### src/rtl/gate_bist_pkg.sv
// Shared types, mask indices and the golden gate model for the CMOS gate BIST.
package gate_bist_pkg;

    typedef enum logic [2:0] {S_IDLE, S_APPLY, S_SETTLE, S_CHECK, S_DONE} bist_state_e;

    localparam int M_INV   = 0;
    localparam int M_NAND  = 1;
    localparam int M_NOR   = 2;
    localparam int M_XOR   = 3;
    localparam int M_XNOR  = 4;
    localparam int N_GATES = 5;

    // Feedback taps 7,5,4,3: maximal-length 8-bit sequence.
    localparam logic [7:0] LFSR_TAPS = 8'hB8;

    function automatic logic [N_GATES-1:0] golden(input logic in, input logic a, input logic b);
        logic [N_GATES-1:0] g;
        g[M_INV]  = ~in;
        g[M_NAND] = ~(a & b);
        g[M_NOR]  = ~(a | b);
        g[M_XOR]  = a ^ b;
        g[M_XNOR] = ~(a ^ b);
        return g;
    endfunction

endpackage

### src/rtl/gate_bist_if.sv
// Control, stimulus and result bundle between the BIST controller and its wrapper.
interface gate_bist_if #(parameter int CNT_W = 8);
    logic             start;
    logic             stim_in, stim_a, stim_b;
    logic             dut_inv, dut_nand, dut_nor, dut_xor, dut_xnor;
    logic             busy, done, pass;
    logic [CNT_W-1:0] err_count;
    logic [7:0]       first_err_vec;
    logic [4:0]       first_err_mask;

    modport master (
        output start, dut_inv, dut_nand, dut_nor, dut_xor, dut_xnor,
        input  stim_in, stim_a, stim_b, busy, done, pass,
               err_count, first_err_vec, first_err_mask
    );

    modport slave (
        input  start, dut_inv, dut_nand, dut_nor, dut_xor, dut_xnor,
        output stim_in, stim_a, stim_b, busy, done, pass,
               err_count, first_err_vec, first_err_mask
    );
endinterface

### src/rtl/bist_lfsr8.sv
// 8-bit Fibonacci LFSR (shift left) with synchronous load; only the low OUT_W bits are exported.
module bist_lfsr8 import gate_bist_pkg::*; #(
    parameter logic [7:0] RST_SEED = 8'h01,
    parameter int         OUT_W    = 8
) (
    input  logic             clk,
    input  logic             rst_n,
    input  logic             load,
    input  logic [7:0]       seed,
    input  logic             advance,
    output logic [OUT_W-1:0] q
);
    logic [7:0] r;

    always_ff @(posedge clk or negedge rst_n) begin
        if (!rst_n)       r <= RST_SEED;
        else if (load)    r <= seed;
        else if (advance) r <= {r[6:0], ^(r & LFSR_TAPS)};
    end

    assign q = r[OUT_W-1:0];
endmodule

### src/rtl/gate_bist_ctrl.sv
// BIST sequencer: drives LFSR stimulus into the five gates, checks them against the
// golden model and accumulates a saturating error count plus first-failure capture.
module gate_bist_ctrl import gate_bist_pkg::*; #(
    parameter int         NUM_VECTORS   = 16,
    parameter int         SETTLE_CYCLES = 2,
    parameter logic [7:0] LFSR_SEED     = 8'h01,
    parameter int         CNT_W         = 8
) (
    input logic       clk,
    input logic       rst_n,
    gate_bist_if.slave bus
);
    localparam logic [7:0]       SEED     = (LFSR_SEED == 8'h00) ? 8'h01 : LFSR_SEED;
    localparam logic [7:0]       LAST_IDX = 8'(NUM_VECTORS - 1);
    localparam logic [CNT_W-1:0] ERR_MAX  = '1;
    localparam int               SW       = $clog2(SETTLE_CYCLES + 1);
    localparam logic [SW-1:0]    SET_LAST = SW'(SETTLE_CYCLES - 1);

    bist_state_e          state;
    logic [7:0]           vec_idx;
    logic [SW-1:0]        settle_cnt;
    logic                 stim_in_q, stim_a_q, stim_b_q;
    logic                 busy_q, done_q, pass_q;
    logic [CNT_W-1:0]     err_q;
    logic [7:0]           fev_q;
    logic [N_GATES-1:0]   fem_q;
    logic [2:0]           lfsr_q;
    logic [N_GATES-1:0]   dut_v, exp_v, mism;
    logic                 any_mism, accept;

    assign accept = (state == S_IDLE || state == S_DONE) && bus.start;

    bist_lfsr8 #(.RST_SEED(SEED), .OUT_W(3)) u_lfsr (
        .clk     (clk),
        .rst_n   (rst_n),
        .load    (accept),
        .seed    (SEED),
        .advance (state == S_CHECK),
        .q       (lfsr_q)
    );

    assign dut_v = {bus.dut_xnor, bus.dut_xor, bus.dut_nor, bus.dut_nand, bus.dut_inv};
    assign exp_v = golden(stim_in_q, stim_a_q, stim_b_q);

    // Case inequality so an undriven or contended gate output is reported, not masked.
    always_comb begin
        mism = '0;
        for (int i = 0; i < N_GATES; i++) mism[i] = (dut_v[i] !== exp_v[i]);
    end
    assign any_mism = |mism;

    always_ff @(posedge clk or negedge rst_n) begin
        if (!rst_n) begin
            state      <= S_IDLE;
            vec_idx    <= '0;
            settle_cnt <= '0;
            stim_in_q  <= 1'b0;
            stim_a_q   <= 1'b0;
            stim_b_q   <= 1'b0;
            busy_q     <= 1'b0;
            done_q     <= 1'b0;
            pass_q     <= 1'b0;
            err_q      <= '0;
            fev_q      <= '0;
            fem_q      <= '0;
        end else begin
            case (state)
                S_IDLE, S_DONE: if (bus.start) begin
                    state   <= S_APPLY;
                    vec_idx <= '0;
                    err_q   <= '0;
                    fev_q   <= '0;
                    fem_q   <= '0;
                    done_q  <= 1'b0;
                    pass_q  <= 1'b0;
                    busy_q  <= 1'b1;
                end
                S_APPLY: begin
                    {stim_b_q, stim_a_q, stim_in_q} <= lfsr_q;
                    settle_cnt <= '0;
                    state      <= S_SETTLE;
                end
                S_SETTLE: begin
                    if (settle_cnt == SET_LAST) state <= S_CHECK;
                    else settle_cnt <= settle_cnt + SW'(1);
                end
                S_CHECK: begin
                    if (any_mism) begin
                        if (err_q != ERR_MAX) err_q <= err_q + CNT_W'(1);
                        // A zero count means no earlier vector has failed this run.
                        if (err_q == '0) begin
                            fev_q <= vec_idx;
                            fem_q <= mism;
                        end
                    end
                    vec_idx <= vec_idx + 8'd1;
                    if (vec_idx == LAST_IDX) begin
                        state  <= S_DONE;
                        busy_q <= 1'b0;
                        done_q <= 1'b1;
                        pass_q <= (err_q == '0) && !any_mism;
                    end else begin
                        state <= S_APPLY;
                    end
                end
                default: state <= S_IDLE;
            endcase
        end
    end

    assign bus.stim_in        = stim_in_q;
    assign bus.stim_a         = stim_a_q;
    assign bus.stim_b         = stim_b_q;
    assign bus.busy           = busy_q;
    assign bus.done           = done_q;
    assign bus.pass           = pass_q;
    assign bus.err_count      = err_q;
    assign bus.first_err_vec  = fev_q;
    assign bus.first_err_mask = fem_q;
endmodule

### src/flat_wrapper.sv
// flat-port wrapper written by rule: the top's interface ports become plain ports
module gate_bist_ctrl_flat import gate_bist_pkg::*;
#(
    parameter int         NUM_VECTORS   = 16,
    parameter int         SETTLE_CYCLES = 2,
    parameter logic [7:0] LFSR_SEED     = 8'h01,
    parameter int         CNT_W         = 8
)
  (clk, rst_n, bus_start, bus_dut_inv, bus_dut_nand, bus_dut_nor, bus_dut_xor, bus_dut_xnor, bus_stim_in, bus_stim_a, bus_stim_b, bus_busy, bus_done, bus_pass, bus_err_count, bus_first_err_vec, bus_first_err_mask);
  gate_bist_if #(.CNT_W(CNT_W)) bus_i ();
  input logic clk;
  input logic rst_n;
  input wire logic [$bits(bus_i.start)-1:0] bus_start;
  input wire logic [$bits(bus_i.dut_inv)-1:0] bus_dut_inv;
  input wire logic [$bits(bus_i.dut_nand)-1:0] bus_dut_nand;
  input wire logic [$bits(bus_i.dut_nor)-1:0] bus_dut_nor;
  input wire logic [$bits(bus_i.dut_xor)-1:0] bus_dut_xor;
  input wire logic [$bits(bus_i.dut_xnor)-1:0] bus_dut_xnor;
  output wire logic [$bits(bus_i.stim_in)-1:0] bus_stim_in;
  output wire logic [$bits(bus_i.stim_a)-1:0] bus_stim_a;
  output wire logic [$bits(bus_i.stim_b)-1:0] bus_stim_b;
  output wire logic [$bits(bus_i.busy)-1:0] bus_busy;
  output wire logic [$bits(bus_i.done)-1:0] bus_done;
  output wire logic [$bits(bus_i.pass)-1:0] bus_pass;
  output wire logic [$bits(bus_i.err_count)-1:0] bus_err_count;
  output wire logic [$bits(bus_i.first_err_vec)-1:0] bus_first_err_vec;
  output wire logic [$bits(bus_i.first_err_mask)-1:0] bus_first_err_mask;
  assign bus_i.start = bus_start;
  assign bus_i.dut_inv = bus_dut_inv;
  assign bus_i.dut_nand = bus_dut_nand;
  assign bus_i.dut_nor = bus_dut_nor;
  assign bus_i.dut_xor = bus_dut_xor;
  assign bus_i.dut_xnor = bus_dut_xnor;
  assign bus_stim_in = bus_i.stim_in;
  assign bus_stim_a = bus_i.stim_a;
  assign bus_stim_b = bus_i.stim_b;
  assign bus_busy = bus_i.busy;
  assign bus_done = bus_i.done;
  assign bus_pass = bus_i.pass;
  assign bus_err_count = bus_i.err_count;
  assign bus_first_err_vec = bus_i.first_err_vec;
  assign bus_first_err_mask = bus_i.first_err_mask;
  gate_bist_ctrl #(.NUM_VECTORS(NUM_VECTORS), .SETTLE_CYCLES(SETTLE_CYCLES), .LFSR_SEED(LFSR_SEED), .CNT_W(CNT_W)) u_core (.clk(clk), .rst_n(rst_n), .bus(bus_i));
endmodule
### config.mk
export PLATFORM = sky130hd
export DESIGN_NAME = gate_bist_ctrl_flat
export DESIGN_NICKNAME = d
export VERILOG_FILES = /design/src/rtl/gate_bist_pkg.sv /design/src/rtl/gate_bist_if.sv /design/src/rtl/bist_lfsr8.sv /design/src/rtl/gate_bist_ctrl.sv /design/src/flat_wrapper.sv
export SDC_FILE = /design/constraint.sdc
export NUM_CORES = 1
export LEC_CHECK = 0
export CAP_MARGIN = 20
export CORE_ASPECT_RATIO = 1.2
export CORE_MARGIN = 2
export CORE_UTILIZATION = 49
export DETAILED_ROUTE_END_ITERATION = 8
export GPL_TIMING_DRIVEN = 0
export PLACE_DENSITY = 0.76
export SETUP_SLACK_MARGIN = 0.15
export SYNTH_ARGS = -nofsm -noshare
export SYNTH_HDL_FRONTEND = slang
export SYNTH_HIERARCHICAL = 1
export SYNTH_SLANG_ARGS = --single-unit
### constraint.sdc
create_clock -name clk -period 1.9 [get_ports clk]
set_input_delay 0.475 -clock clk [delete_from_list [all_inputs] [get_ports clk]]
set_output_delay 0.475 -clock clk [all_outputs]
set_load 0.02 [all_outputs]
==> summary by stage <==
Placement
The post-place instance area is 2990 µm². The count of placed standard cells including taps is 350. The routability congestion estimate is between 0.7 and 0.8. Input and output buffers added on the ports amount to 34. The half-perimeter wire length after detailed placement is approximately 3500 µm.

Cells and area
The post-route cell area is about 3500 µm². Summing all multi-input logic gate instances after layout gives about 1300 µm². 0 antenna diodes ended up in the layout. The post-route netlist has around 30% of its cells at a drive strength greater than 1. From synthesis to final layout, the design area changed by 40.2%. After filler insertion, the fill cell instance count of the layout stands at 351. Leaving out fill and tap cells, the most frequent cell in the layout is dfrtp_1. Excluding fillers, the count of instances in the completed layout stands at 380.

The final net count is about 330. The library cells used most frequently in the layout, excluding fill and tap cells, are dfrtp_1 (44), nand2_1 (32), buf_4 (17). The sequential cells in the finished layout cover a total of about 1200 µm².

Synth
The mean instance size in the synthesized netlist is slightly above 10 µm². The summed instance area of the synthesized netlist is 2510 µm². The biggest area contributor in the post-synthesis netlist is dfrtp_1. The proportion of netlist area held by the largest area contributor is between 40% and 50%. In the synthesized netlist, the number of instances is roughly 250. The flip-flop and latch count after synthesis is 48. The total of warnings raised by yosys is 6. By area the synthesized netlist is led by dfrtp_1 (47%), mux2i_1 (7.6%), nand2_1 (5.4%).

Summing the sequential cell areas from Yosys gives 47.9% of the chip area. The count of distinct cell types in the synthesized netlist is between 40 and 50.

Flow run
The number of max-cap violations is 0.

Routing
In this run the remaining antenna-violating nets after routing total 0. The total length of routed wires is 5560 µm. The total via count after detailed routing is around 2000. In the routed layout, each cell is associated on average with a via count of between 5 and 6. After detailed routing, the number of remaining DRC violations is 0. The routed wirelength normalized by instance count is around 15 µm.

The starting DRC count in detailed routing is about 180. The first detailed-routing pass ran for 4 iterations.

Floorplanning
The die covers 5710 µm². Row generation in the floorplan step produced 28 rows. In this run the standard cell core region covers about 4900 µm².

The floorplan step set the die height to 82.4 µm. The die width is ~69 µm. Pin placement for this block handled 35 I/O pins. The starting utilization of the core area is 50.8%.

Clocking
The maximum clock insertion buffer count is 2. The clock-pin slew of the registers on the worst-case setup and hold paths is ~0.09 ns. The source-to-sink clock delay at the later pin of the worst-skew pair is roughly 0.30 ns. The maximum level of the CTS H-tree is 2. The number of hold buffers added after CTS was 0. The root cell of the clock tree is clkbuf_8. CTS saw 48 sinks. The number of clock buffers added by TritonCTS is 5. TritonCTS built the clock tree.

Timing
For the pin with the worst max-slew slack, the measured transition is 0.519 ns. The maximum clock frequency is 512 MHz. The max-slew violation total from the final report is 0. Setup violations remaining at the end of the flow were counted as 10.

Across all setup checks in the final design, the least slack found is -0.0534 ns. Measured against its own limit, the worst slew margin works out to between 60% and 70%. Setup repair after global routing could not meet its margin everywhere. The number of hold-slack violations in the final timing report is 0. The clock period minus worst slack is 1.95 ns. In the final timing run, aggregate negative setup slack is -0.283 ns. The clock arrives with approximately 0.0042 ns of skew. Dividing the final minimum period by the clock period gives 103%.

Power
The leakage power summed over all cells is 1.84 nW. For this design the total switching power over the nets is ~1.9 mW. For this design the ratio of total power to cell area is 1380 nW/µm². The internal cell power is a little under 3 mW. Net switching is about two fifths of the power.

In this run, the clock network consumes between 10% and 20% of the power. The peak supply drop is roughly 0.00095 V. Power comes to 4.84 mW. The sequential share of power is between 30% and 40%. Combinational logic is responsible for between 50 and 60% of the overall power.

Setup path
The category of the most critical setup path is reg2reg. The path depth of the worst reg2reg path is 8. In this run the worst path has a maximum fanout of 4.

STA puts the critical path data arrival time at around 2.1 ns. The element type at the critical path end is a flip-flop. The worst setup path is launched from a flip-flop. The data required time at the worst endpoint is 2.09 ns.

Global routing
The global-route wire length before repair is 8900 µm. For this run the aggregate overflow at the end of global routing stands at 0. Entering global routing, the biggest net connects 29 pins. Across every metal layer, demand over resource in global routing totals between 15 and 20%. The initial antenna violation count was 0. The number of global-route vias before repair is approximately 1900.

Status
The checks that failed: negative setup slack. The run finished, with violations left.

Hold path
The class of the worst hold path is in2async.
worst paths after layout:
| kind | slack [ns] | endpoint | from |
|---|---|---|---|
| min reg2reg | 0.51 | u_core/bus.done | u_core/bus.done |
| max in group asynchronous | 1.17 | u_core/u_lfsr/r[0] | rst_n |
| max reg2reg | -0.05 | u_core/bus.first_err_mask[2] | u_core/state[0] |
| min in group clk | 0.50 | u_core/state[2] | bus_start |
| max | -0.05 | u_core/bus.first_err_mask[2] | u_core/state[0] |
| min | 0.14 | u_core/bus.first_err_vec[4] | rst_n |
state kept, by name (all words and copies together) (netlist names):
name                       count
u_core/bus.stim_b              1
u_core/bus.busy                1
u_core/bus.done                1
u_core/vec_idx                 8
u_core/bus.err_count           8
u_core/bus.stim_in             1
u_core/bus.first_err_mask      5
u_core/u_lfsr/r                8
u_core/bus.pass                1
u_core/bus.stim_a              1
u_core/state                   3
u_core/settle_cnt              2
u_core/bus.first_err_vec       8
what timing repair did:
action,CTS,global route
pin swaps,3,13
resized for setup,39,64
setup endpoints to repair,46,44
buffers inserted,13,9
worst max-delay path, cell delays in order, from the launching register on:
cell	delay, ns
dfrtp_1	0.39
buf_6	0.13
or3b_4	0.39
buf_8	0.13
nand2_4	0.06
o31ai_4	0.08
a21oi_4	0.20
buf_6	0.15
mux2_4	0.29
synthesized netlist by cell type, drive strengths merged:
master	n
a21oi	3
a22o	1
a22oi	1
a31oi	3
and3	5
buf	12
clkbuf	1
conb	2
dfrtp	47
dfstp	1
ha	6
inv	18
mux2	6
mux2i	19
nand2	37
nand2b	1
nand3	11
nand3b	2
nand4	2
nor2	13
nor2b	2
nor3	2
nor4	4
nor4b	1
o2111ai	1
o21a	1
o21ai	25
o31ai	8
o41ai	4
or2	1
or3b	1
xnor2	5
xor2	3
logic make-up after synthesis:
family,after synthesis,share of synthesized area [%]
other cells,2,0.299
flops,48,47.9
simple gates,82,16.1
compound gates,47,12.4
fa+ha+maj,6,2.99
buf+inv,31,6.78
xor+xnor,8,3.09
mux,25,10.4
final cells by class:
type                       instances  share of cell area, %
inverter                          18                   2.17
clock inverter                     1                  0.213
buffer                            13                   4.16
sequential                        48                   34.3
multi-input combinational        176                   38.0
clock buffer                       7                   2.45
tap                               60                   2.13
timing repair buffer              57                   16.6
stage by stage:
step / hold slack, ns / util, % / worst slack, ns
2_1_floorplan: 0.179 / - / -0.0344
3_3_place_gp: 0.488 / 60.3 / -1.20
3_5_place_dp: 0.482 / 60.6 / -0.602
4_1_cts: 0.151 / 66.2 / -0.0257
5_1_grt: 0.159 / 71.3 / -0.119
6_report: 0.139 / 71.3 / -0.0534
per-layer routing:
metal / routed length (µm) / up-vias / track usage, %
li1: - / 991 / -
met1: 2380 / 982 / 24.1
met2: 2850 / 54 / 34.5
met3: 242 / 10 / 4.13
met4: 87 / 0 / 6.27
met5: 0 / - / 0
power groups by stage:
stage	Combinational, mW	Sequential (mW)	Clock (mW)
after floorplan	1.40	1.57	0
after global placement	1.96	1.49	0
after detailed placement	2.00	1.50	0
after CTS	2.36	1.48	0.650
after global routing	2.93	1.54	0.692
final	2.71	1.50	0.633
(Power assumes the default switching activity.)
